--- src/rtl/iurt_pkg.sv ---
// Shared types and constants for the IURT Wishbone master.
package iurt_pkg;

  typedef enum logic [2:0] {
    ST_IDLE,
    ST_WAIT,
    ST_STAT,
    ST_RD_DATA,
    ST_WR_DATA,
    ST_WR_CTRL
  } state_t;

  localparam logic ADR_DATA = 1'b0;
  localparam logic ADR_CTRL = 1'b1;

  localparam int STAT_RXVALID_BIT = 8;
  localparam int STAT_TXREADY_BIT = 9;

  // States that own the bus while they are active.
  function automatic logic is_access(input state_t s);
    return (s == ST_STAT) || (s == ST_RD_DATA) || (s == ST_WR_DATA) || (s == ST_WR_CTRL);
  endfunction

endpackage

--- src/rtl/iurt_wb_timer.sv ---
// Loadable down-counter shared by the poll interval and the ack timeout.
module iurt_wb_timer (
  input  logic        clk,
  input  logic        rst,
  input  logic        ce,
  input  logic        load,
  input  logic [15:0] load_val,
  input  logic        dec,
  output logic        last
);

  logic [15:0] count;

  // Load has priority over decrement; the count saturates at zero.
  always_ff @(posedge clk or negedge rst) begin
    if (!rst) begin
      count <= '0;
    end else if (ce) begin
      if (load) begin
        count <= load_val;
      end else if (dec && (count != 16'd0)) begin
        count <= count - 16'd1;
      end
    end
  end

  assign last = (count <= 16'd1);

endmodule

--- src/rtl/iurt_wb_master.sv ---
// Wishbone classic master that polls a UART-like slave and moves bytes.
module iurt_wb_master
  import iurt_pkg::*;
#(
  parameter int unsigned POLL_INTERVAL = 16,
  parameter int unsigned ACK_TIMEOUT   = 255
) (
  input  logic        clk,
  input  logic        rst,
  input  logic        ce,
  output logic        cyc_o,
  output logic        stb_o,
  output logic        we_o,
  output logic [2:2]  adr_o,
  output logic [31:0] dat_o,
  input  logic [31:0] dat_i,
  input  logic        ack_i,
  input  logic        tx_valid,
  input  logic [7:0]  tx_data,
  output logic        tx_ready,
  output logic        rx_valid,
  output logic [7:0]  rx_data,
  input  logic        rx_ready,
  input  logic        brk_req,
  input  logic        brk_val,
  output logic        err,
  input  logic        err_clr
);

  localparam logic [15:0] POLL_LOAD = 16'(POLL_INTERVAL);
  localparam logic [15:0] ACK_LOAD  = 16'(ACK_TIMEOUT);

  state_t      state;
  logic        tx_full;
  logic [7:0]  tx_byte;
  logic        brk_pend;
  logic        brk_q;
  logic        tmr_load;
  logic [15:0] tmr_load_val;
  logic        tmr_dec;
  logic        tmr_last;
  logic        bus_ack;
  logic        ack_timeout;
  logic        rd_data_ack;
  logic        wr_data_ack;
  logic        wr_ctrl_ack;
  logic        stat_rx;
  logic        stat_tx;
  logic        unused_dat;

  assign tx_ready    = ~tx_full;
  assign bus_ack     = cyc_o & ack_i;
  assign ack_timeout = is_access(state) & cyc_o & ~ack_i & tmr_last;
  assign rd_data_ack = (state == ST_RD_DATA) & bus_ack;
  assign wr_data_ack = (state == ST_WR_DATA) & bus_ack;
  assign wr_ctrl_ack = (state == ST_WR_CTRL) & bus_ack;
  assign stat_rx     = dat_i[STAT_RXVALID_BIT];
  assign stat_tx     = dat_i[STAT_TXREADY_BIT];
  assign unused_dat  = ^dat_i[31:10];

  iurt_wb_timer u_timer (
    .clk      (clk),
    .rst      (rst),
    .ce       (ce),
    .load     (tmr_load),
    .load_val (tmr_load_val),
    .dec      (tmr_dec),
    .last     (tmr_last)
  );

  // Timer is loaded with the poll interval on entering WAIT and with the ack limit whenever a bus cycle starts.
  always_comb begin
    tmr_load     = 1'b0;
    tmr_load_val = ACK_LOAD;
    tmr_dec      = 1'b0;
    case (state)
      ST_IDLE: begin
        tmr_load = 1'b1;
        if (!brk_pend) tmr_load_val = POLL_LOAD;
      end
      ST_WAIT: begin
        if (brk_pend || tmr_last) tmr_load = 1'b1;
        else                      tmr_dec  = 1'b1;
      end
      default: begin
        if (!cyc_o)      tmr_load = 1'b1;
        else if (!ack_i) tmr_dec  = 1'b1;
      end
    endcase
  end

  // Poll sequencer; bus outputs are registered and set up on the transition into each access.
  always_ff @(posedge clk or negedge rst) begin
    if (!rst) begin
      state <= ST_IDLE;
      cyc_o <= 1'b0;
      stb_o <= 1'b0;
      we_o  <= 1'b0;
      adr_o <= ADR_DATA;
      dat_o <= '0;
    end else if (ce) begin
      case (state)
        ST_IDLE, ST_WAIT: begin
          if (brk_pend) begin
            state <= ST_WR_CTRL;
            cyc_o <= 1'b1;
            stb_o <= 1'b1;
            we_o  <= 1'b1;
            adr_o <= ADR_CTRL;
            dat_o <= {31'b0, brk_q};
          end else if (state == ST_IDLE) begin
            state <= ST_WAIT;
          end else if (tmr_last) begin
            state <= ST_STAT;
            cyc_o <= 1'b1;
            stb_o <= 1'b1;
            we_o  <= 1'b0;
            adr_o <= ADR_CTRL;
          end
        end
        default: begin
          if (!cyc_o) begin
            // Follow-on access after STAT: one idle bus cycle has passed, start it now.
            cyc_o <= 1'b1;
            stb_o <= 1'b1;
          end else if (ack_i) begin
            cyc_o <= 1'b0;
            stb_o <= 1'b0;
            we_o  <= 1'b0;
            state <= ST_IDLE;
            if (state == ST_STAT) begin
              if (stat_rx && !rx_valid) begin
                state <= ST_RD_DATA;
                adr_o <= ADR_DATA;
              end else if (stat_tx && tx_full) begin
                state <= ST_WR_DATA;
                we_o  <= 1'b1;
                adr_o <= ADR_DATA;
                dat_o <= {24'b0, tx_byte};
              end
            end
          end else if (tmr_last) begin
            cyc_o <= 1'b0;
            stb_o <= 1'b0;
            we_o  <= 1'b0;
            state <= ST_IDLE;
          end
        end
      endcase
    end
  end

  // TX holding register: loads only while empty, empties when the data write is acked.
  always_ff @(posedge clk or negedge rst) begin
    if (!rst) begin
      tx_full <= 1'b0;
      tx_byte <= '0;
    end else if (ce) begin
      if (wr_data_ack) begin
        tx_full <= 1'b0;
      end else if (tx_valid && !tx_full) begin
        tx_full <= 1'b1;
        tx_byte <= tx_data;
      end
    end
  end

  // RX output register: captured on the data-read ack, released by the consumer handshake.
  always_ff @(posedge clk or negedge rst) begin
    if (!rst) begin
      rx_valid <= 1'b0;
      rx_data  <= '0;
    end else if (ce) begin
      if (rd_data_ack) begin
        rx_valid <= 1'b1;
        rx_data  <= dat_i[7:0];
      end else if (rx_valid && rx_ready) begin
        rx_valid <= 1'b0;
      end
    end
  end

  // Break request: a fresh request overwrites the latched value and keeps the request pending.
  always_ff @(posedge clk or negedge rst) begin
    if (!rst) begin
      brk_pend <= 1'b0;
      brk_q    <= 1'b0;
    end else if (ce) begin
      if (brk_req) begin
        brk_pend <= 1'b1;
        brk_q    <= brk_val;
      end else if (wr_ctrl_ack) begin
        brk_pend <= 1'b0;
      end
    end
  end

  // Sticky timeout flag; a clear in the same cycle as a timeout wins.
  always_ff @(posedge clk or negedge rst) begin
    if (!rst) begin
      err <= 1'b0;
    end else if (ce) begin
      if (err_clr)          err <= 1'b0;
      else if (ack_timeout) err <= 1'b1;
    end
  end

endmodule

--- config.mk ---
export PLATFORM = sky130hd
export DESIGN_NAME = iurt_wb_master
export DESIGN_NICKNAME = d
export VERILOG_FILES = /design/src/rtl/iurt_pkg.sv /design/src/rtl/iurt_wb_timer.sv /design/src/rtl/iurt_wb_master.sv
export SDC_FILE = /design/constraint.sdc
export NUM_CORES = 1
export LEC_CHECK = 0
export CAP_MARGIN = 20
export CORE_MARGIN = 2
export CORE_UTILIZATION = 41
export DETAILED_ROUTE_END_ITERATION = 16
export PLACE_DENSITY = 0.79
export SLEW_MARGIN = 20
export SYNTH_ARGS = -nofsm -noshare
export SYNTH_HDL_FRONTEND = slang
export SYNTH_SLANG_ARGS = --single-unit
--- constraint.sdc ---
create_clock -name clk -period 2.2 [get_ports clk]
set_input_delay 0.44 -clock clk [delete_from_list [all_inputs] [get_ports clk]]
set_output_delay 0.44 -clock clk [all_outputs]
set_load 0.02 [all_outputs]
**Word level (Yosys, flattened, before mapping)**

Index checks and enable logic that the tools add are counted.

- Magnitude comparators: 1
- $add $sub $neg: 1
- Mux-type cells: 62
- Equal/unequal tests: 11
- Reduce and logical (&&, ||, !) cells: 39
- Bitwise gates (word level): 10

Operator list:

| cell | count |
|---|---|
| 32-bit two-way mux | 7 |
| 1-bit two-way mux | 39 |
| 16-bit two-way mux | 2 |
| 3-bit two-way mux | 10 |
| 2-bit nonzero test | 9 |
| 16-bit by 1-bit less-or-equal comparator with 1-bit output, second input constant | 1 |
| 8-bit two-way mux | 2 |
| 16-bit nonzero test | 1 |
| 16-bit by 1-bit subtractor with 16-bit output, second input constant | 1 |
| 2-bit AND reduction | 7 |
| 7-bit AND reduction | 2 |
| 3-bit AND reduction | 3 |
| 4-bit AND reduction | 2 |
| 1-bit AND | 7 |
| 3-bit by 2-bit == test with 1-bit output, second input constant | 2 |
| 3-bit == test, second input constant | 2 |
| 3-bit inequality test, second input constant | 2 |
| 3-bit nonzero test | 2 |
| 1-bit logical AND | 5 |
| 1-bit logical OR | 4 |
| 4-bit by 1-bit inequality test with 1-bit output, second input constant | 1 |
| 4-bit inequality test, second input constant | 1 |
| 1-bit one-hot mux with 2 select lines | 2 |
| 3-bit by 1-bit == test with 1-bit output, second input constant | 1 |
| other kinds (6) | 9 |

- Output and inout bits: 47
- Word-level logic and storage cells: 138
- Register bits after elaboration: 76

**Depth between registers and ports, before layout**

- Word-level depth: 9
- Mapped depth: 10
- Depth with buffers taken out: 8

**Hierarchy**

From an unflattened synthesis, not the netlist that was laid out.

- Cell total of the unflattened synthesis: 279
- Area total of the unflattened synthesis: 2929.1 um^2

By module, submodules not included:

| module | area an instance (um^2) | cells an instance | times used |
|---|---|---|---|
| iurt_wb_master | 1810.5 | 155 | 1 |
| iurt_wb_timer | 1118.6 | 124 | 1 |

**Worst setup path after synthesis**

No wires, ideal clock.

- Kind: flip-flop to flip-flop
- Start point: register state[1]
- End point: register u_timer.count[14]
- Period minus slack after synthesis: 2.291 ns
- Path slack: -0.091 ns
- Data required time: 2.121 ns
- Arrival time: 2.212 ns
- Buffers on the path: 2
- Setup time: 0.079 ns
- Cell stages (with the launch flop): 11
- Cell sequence: dfrtp_1 > inv_1 > ha_1 > buf_2 > nor2b_1 > nand2_1 > a2111oi_4 > o21ai_2 > buf_6 > nor4_1 > mux2i_1

- Cells in the longest elaborated chain, start to end: 5

RTL lines:

| item | RTL line | source |
|---|---|---|
| start, declared | iurt_wb_master.sv:33 | `state_t state;` |
| start signal, assigned | iurt_wb_master.sv:95 | `state <= ST_IDLE;` |
| start signal, assigned | iurt_wb_master.sv:105 | `state <= ST_WR_CTRL;` |
| start signal, assigned | iurt_wb_master.sv:112 | `state <= ST_WAIT;` |
| 3-bit by 1-bit == test with 1-bit output or 3-bit zero test (tied branches) | iurt_wb_master.sv:76 | `case (state)` |
| 1-bit one-hot mux with 2 select lines | iurt_wb_master.sv:76 |  |
| 1-bit logical AND | iurt_wb_timer.sv:21 | `end else if (dec && (count != 16'd0)) begin` |
| 2-bit nonzero test (no source line) | -- |  |
| 2-bit AND reduction (no source line) | -- |  |
| end signal, assigned | iurt_wb_timer.sv:20 | `count <= load_val;` |
| end signal, assigned | iurt_wb_timer.sv:22 | `count <= count - 16'd1;` |
| end, declared | iurt_wb_timer.sv:12 | `logic [15:0] count;` |

Parallel ways exist; a longest one is shown, timed or not.
A chain may end at the register's enable or synchronous reset.

**Worst setup path after layout**

- Start point: register u_timer.count[10]
- End point: register u_timer.count[1]

- Cells in the longest elaborated chain, start to end: 7

RTL lines:

| item | RTL line | source |
|---|---|---|
| 16-bit by 1-bit less-or-equal comparator with 1-bit output | iurt_wb_timer.sv:27 | `assign last = (count <= 16'd1);` |
| 1-bit logical OR | iurt_wb_master.sv:82 | `if (brk_pend \|\| tmr_last) tmr_load = 1'b1;` |
| 1-bit two-way mux | iurt_wb_master.sv:82 |  |
| 1-bit one-hot mux with 2 select lines | iurt_wb_master.sv:76 |  |
| 1-bit logical AND | iurt_wb_timer.sv:21 |  |
| 2-bit nonzero test (no source line) | -- |  |
| 2-bit AND reduction (no source line) | -- |  |

Parallel ways exist; a longest one is shown, timed or not.

==> results.py <==
metrics = {
    "sta": {
        "fmax_mhz": 446,
        "fin_ws_ps": -40.4,
        "worstMarginPinSlew_ps": 576,
        "fin_hold_ws_ps": 120,
        "finalCritPeriodShare_pct": 102,
        "setup_viol_count_final": 1,
        "min_period_ps": 2240,
        "grt_setup_unrepaired": "true",
        "relSlewSlack_pct": 61.6,
        "fin_setup_tns_ps": -40.4,
        "skew_ps": 7.47,
        "finalHoldViolCount": 0,
        "slew_viol_final": 0,
    },
    "pwr": {
        "powerDensity_nw_per_um2": 1170,
        "ir_drop_uv": 736,
        "p_leak_nw": 1.69,
    },
    "floorplanning": {
        "start_util_pct": 42.1,
        "die_w_um": 87.3,
        "dieHeight_um": 87.3,
        "pin_count": 96,
        "rows": 30,
        "die_area_um2": 7620,
        "core_area_um2": 6760,
    },
    "drt": {
        "first_pass_iters": 5,
        "drtIter0Drc": 122,
        "drt_wl_total_mm": 6.40,
        "drt.antenna.violating_nets": 0,
        "route.detailed.drc": 0,
        "vias": 2294,
        "wl_per_cell_um": 14.3,
        "vias_per_cell": 5.13,
    },
    "clocking": {
        "clk_pin_slew_ps": 90,
        "cts_tree": "yes",
        "cts-root-buf": "clkbuf_8",
        "clock-sinks": 52,
        "h-tree-depth": 2,
        "cts_buffer_depth": 2,
        "clk-insertion-delay-late_ps": 300,
        "cts_buffers": 5,
    },
    "yosys": {
        "ys_seq_area_share_pct": 45.8,
        "syn_area_um2": 2840,
        "synth_cells": 276,
        "synth.area.top_cells": "dfrtp_1 46%, mux2_2 7.9%, buf_4 6.3%",
        "ys_ff_latch": 52,
        "ys_warn_count": 0,
        "yosys.cell_types.count": 57,
        "synth_edf_count": 0,
        "yosysTopAreaCell": "dfrtp_1",
        "syn_area_per_cell_um2": 10.3,
        "synth-async-reset-ratio_pct": 100,
        "synth-main-ff-cell": "dfrtp_1",
        "yosysTopAreaCellShare_pct": 45.8,
    },
    "global_route": {
        "grt-ovfl-total": 0,
        "grt_max_degree": 29,
        "grt_pass1_vias": 2349,
        "grt_antenna_before_repair": 0,
        "grt_pass1_wl_mm": 10.8,
        "grt_usage_pct": 17.8,
    },
    "worst_setup_path": {
        "path_buf_inv": 1,
        "crit_slowest_cell": "or4_4",
        "critPathRequiredTime_ps": 2390,
        "crit_chain": "or4_4 -> buf_4 -> o41a_1 -> o21a_4 -> a21oi_4 -> mux2_4",
        "worstPathArrival_ps": 2440,
        "start_kind": "flop",
        "setup.worst_path.end_class": "flop",
        "cpPeakStageDelay_ps": 540,
        "r2r_setup_slack_ps": -40,
        "critPathMaxFanout": 6,
        "cp_top_family": "compound AO/OA/AOI/OAI gates",
        "crit_type": "flop to flop",
    },
    "place": {
        "dp_hpwl_mm": 4.77,
        "gp_congestion": 0.843,
        "post-place-ws_ps": -56.8,
        "postPlaceCellArea_um2": 3610,
        "portBuffers": 49,
    },
    "finish": {
        "final_area_um2": 3910,
        "drive_gt1_share_pct": 29.7,
        "final_core_util_pct": 57.9,
        "syn_to_final_growth_pct": 37.5,
        "antennaDiodeCount": 0,
        "final_nets": 419,
    },
    "run": {
        "maxCapViolations": 0,
    },
    "worst_hold_path": {
        "min_path_type": "primary input to asynchronous set/reset pin",
    },
    "run_status": {
        "violations": "negative setup slack",
        "outcome": "finished, violations left",
    },
}
-- state kept, by name, summed over array words and instances (netlist names) --
name / flops
u_timer.count: 16
dat_o: 8
rx_data: 8
tx_byte: 8
state: 3
adr_o: 1
brk_pend: 1
brk_q: 1
cyc_o: 1
err: 1
rx_valid: 1
stb_o: 1
tx_full: 1
we_o: 1
-- per-layer routing --
layer,vias up,share of wire (%),GRT usage [%]
met2,72,51,31.4
li1,1127,-,-
met1,1091,43,21.5
met3,4,6.3,4.93
met4,0,0.41,4.48
met5,-,0,0
-- Yosys cell counts, types with 4 or more instances --
cell type,instances
o21a_1,4
nor3_1,7
dfrtp_1,52
nor2b_1,4
nor2_1,8
mux2i_1,5
nand2_1,34
o21ai_0,20
inv_1,7
buf_4,24
nor4_1,5
clkbuf_1,5
a21oi_1,9
mux2_2,20
-- stage by stage --
| stage | instances | total power, W |
|---|---|---|
| 2_1_floorplan | 299 | 0.00282 |
| 3_3_place_gp | 437 | 0.00360 |
| 3_5_place_dp | 437 | 0.00367 |
| 4_1_cts | 444 | 0.00446 |
| 5_1_grt | 447 | 0.00487 |
| 6_report | 447 | 0.00456 |
-- cell type report --
class	instances	area (um2)
clock inverter	2	60.1
clock buffer	5	68.8
tap	80	100
fill	558	2850
inverter	7	26.3
timing repair buffer	95	855
sequential	52	1300
multi-input combinational	206	1500
-- cells in the final DEF (no fill, tap or decap), drive strengths merged, types with 2 or more instances in the layout --
master / synthesis / layout
nand3: 3 / 3
mux2: 21 / 21
nor2: 8 / 8
or4: 4 / 4
nand4: 3 / 3
o21a: 5 / 5
conb: 1 / 24
and2: 3 / 3
nor3: 10 / 10
a21oi: 11 / 11
o31ai: 2 / 2
a31oi: 3 / 3
nor2b: 4 / 4
o211ai: 3 / 3
o21ai: 22 / 22
dfrtp: 52 / 52
clkbuf: 5 / 5
or3: 3 / 3
nor4: 5 / 5
inv: 7 / 7
bufinv: 0 / 2
ha: 3 / 3
o22a: 3 / 3
clkdlybuf4s50: 0 / 48
and4: 2 / 2
nand2: 34 / 34
mux2i: 5 / 5
buf: 29 / 47
a21boi: 3 / 3
a211oi: 2 / 2
nand2b: 3 / 3
a21o: 3 / 3
-- report_power, final --
part | total (W) | internal [W] | switching [W]
combinational | 0.00226 | 0.00110 | 0.00117
sequential | 0.00154 | 0.00129 | 0.000244
clock | 0.000761 | 0.000448 | 0.000313
-- final timing paths --
path / from / endpoint / depth (start not counted)
max: u_timer.count[10]$_DFFE_PN0P_ / u_timer.count[1]$_DFFE_PN0P_ / 6
min: rst / dat_o[5]$_DFFE_PN0P_ / 1
max reg2reg: u_timer.count[10]$_DFFE_PN0P_ / u_timer.count[1]$_DFFE_PN0P_ / 6
min reg2reg: dat_o[7]$_DFFE_PN0P_ / dat_o[7]$_DFFE_PN0P_ / 2
max in group asynchronous: rst / u_timer.count[0]$_DFFE_PN0P_ / 2
min in group clk: dat_o[7]$_DFFE_PN0P_ / dat_o[7]$_DFFE_PN0P_ / 2
-- timing repair --
action,in CTS,in global routing
buffers inserted,0,5
hold endpoints to repair,0,0
setup endpoints to repair,14,18
resized for setup,6,27
hold buffers,0,0
pin swaps,5,13
-- cell families after synthesis --
group	count (synthesis)	synth area share, %
AND/OR/NAND/NOR	86	16.4
adder cells (fa/ha/maj)	3	1.32
multiplexers	26	10.2
buffers and inverters	41	9.24
XOR/XNOR	2	0.616
other	1	0.132
AO/OA/AOI/OAI	65	16.3
flip-flops	52	45.8
No activity file was read; power rests on OpenSTA's default activity.
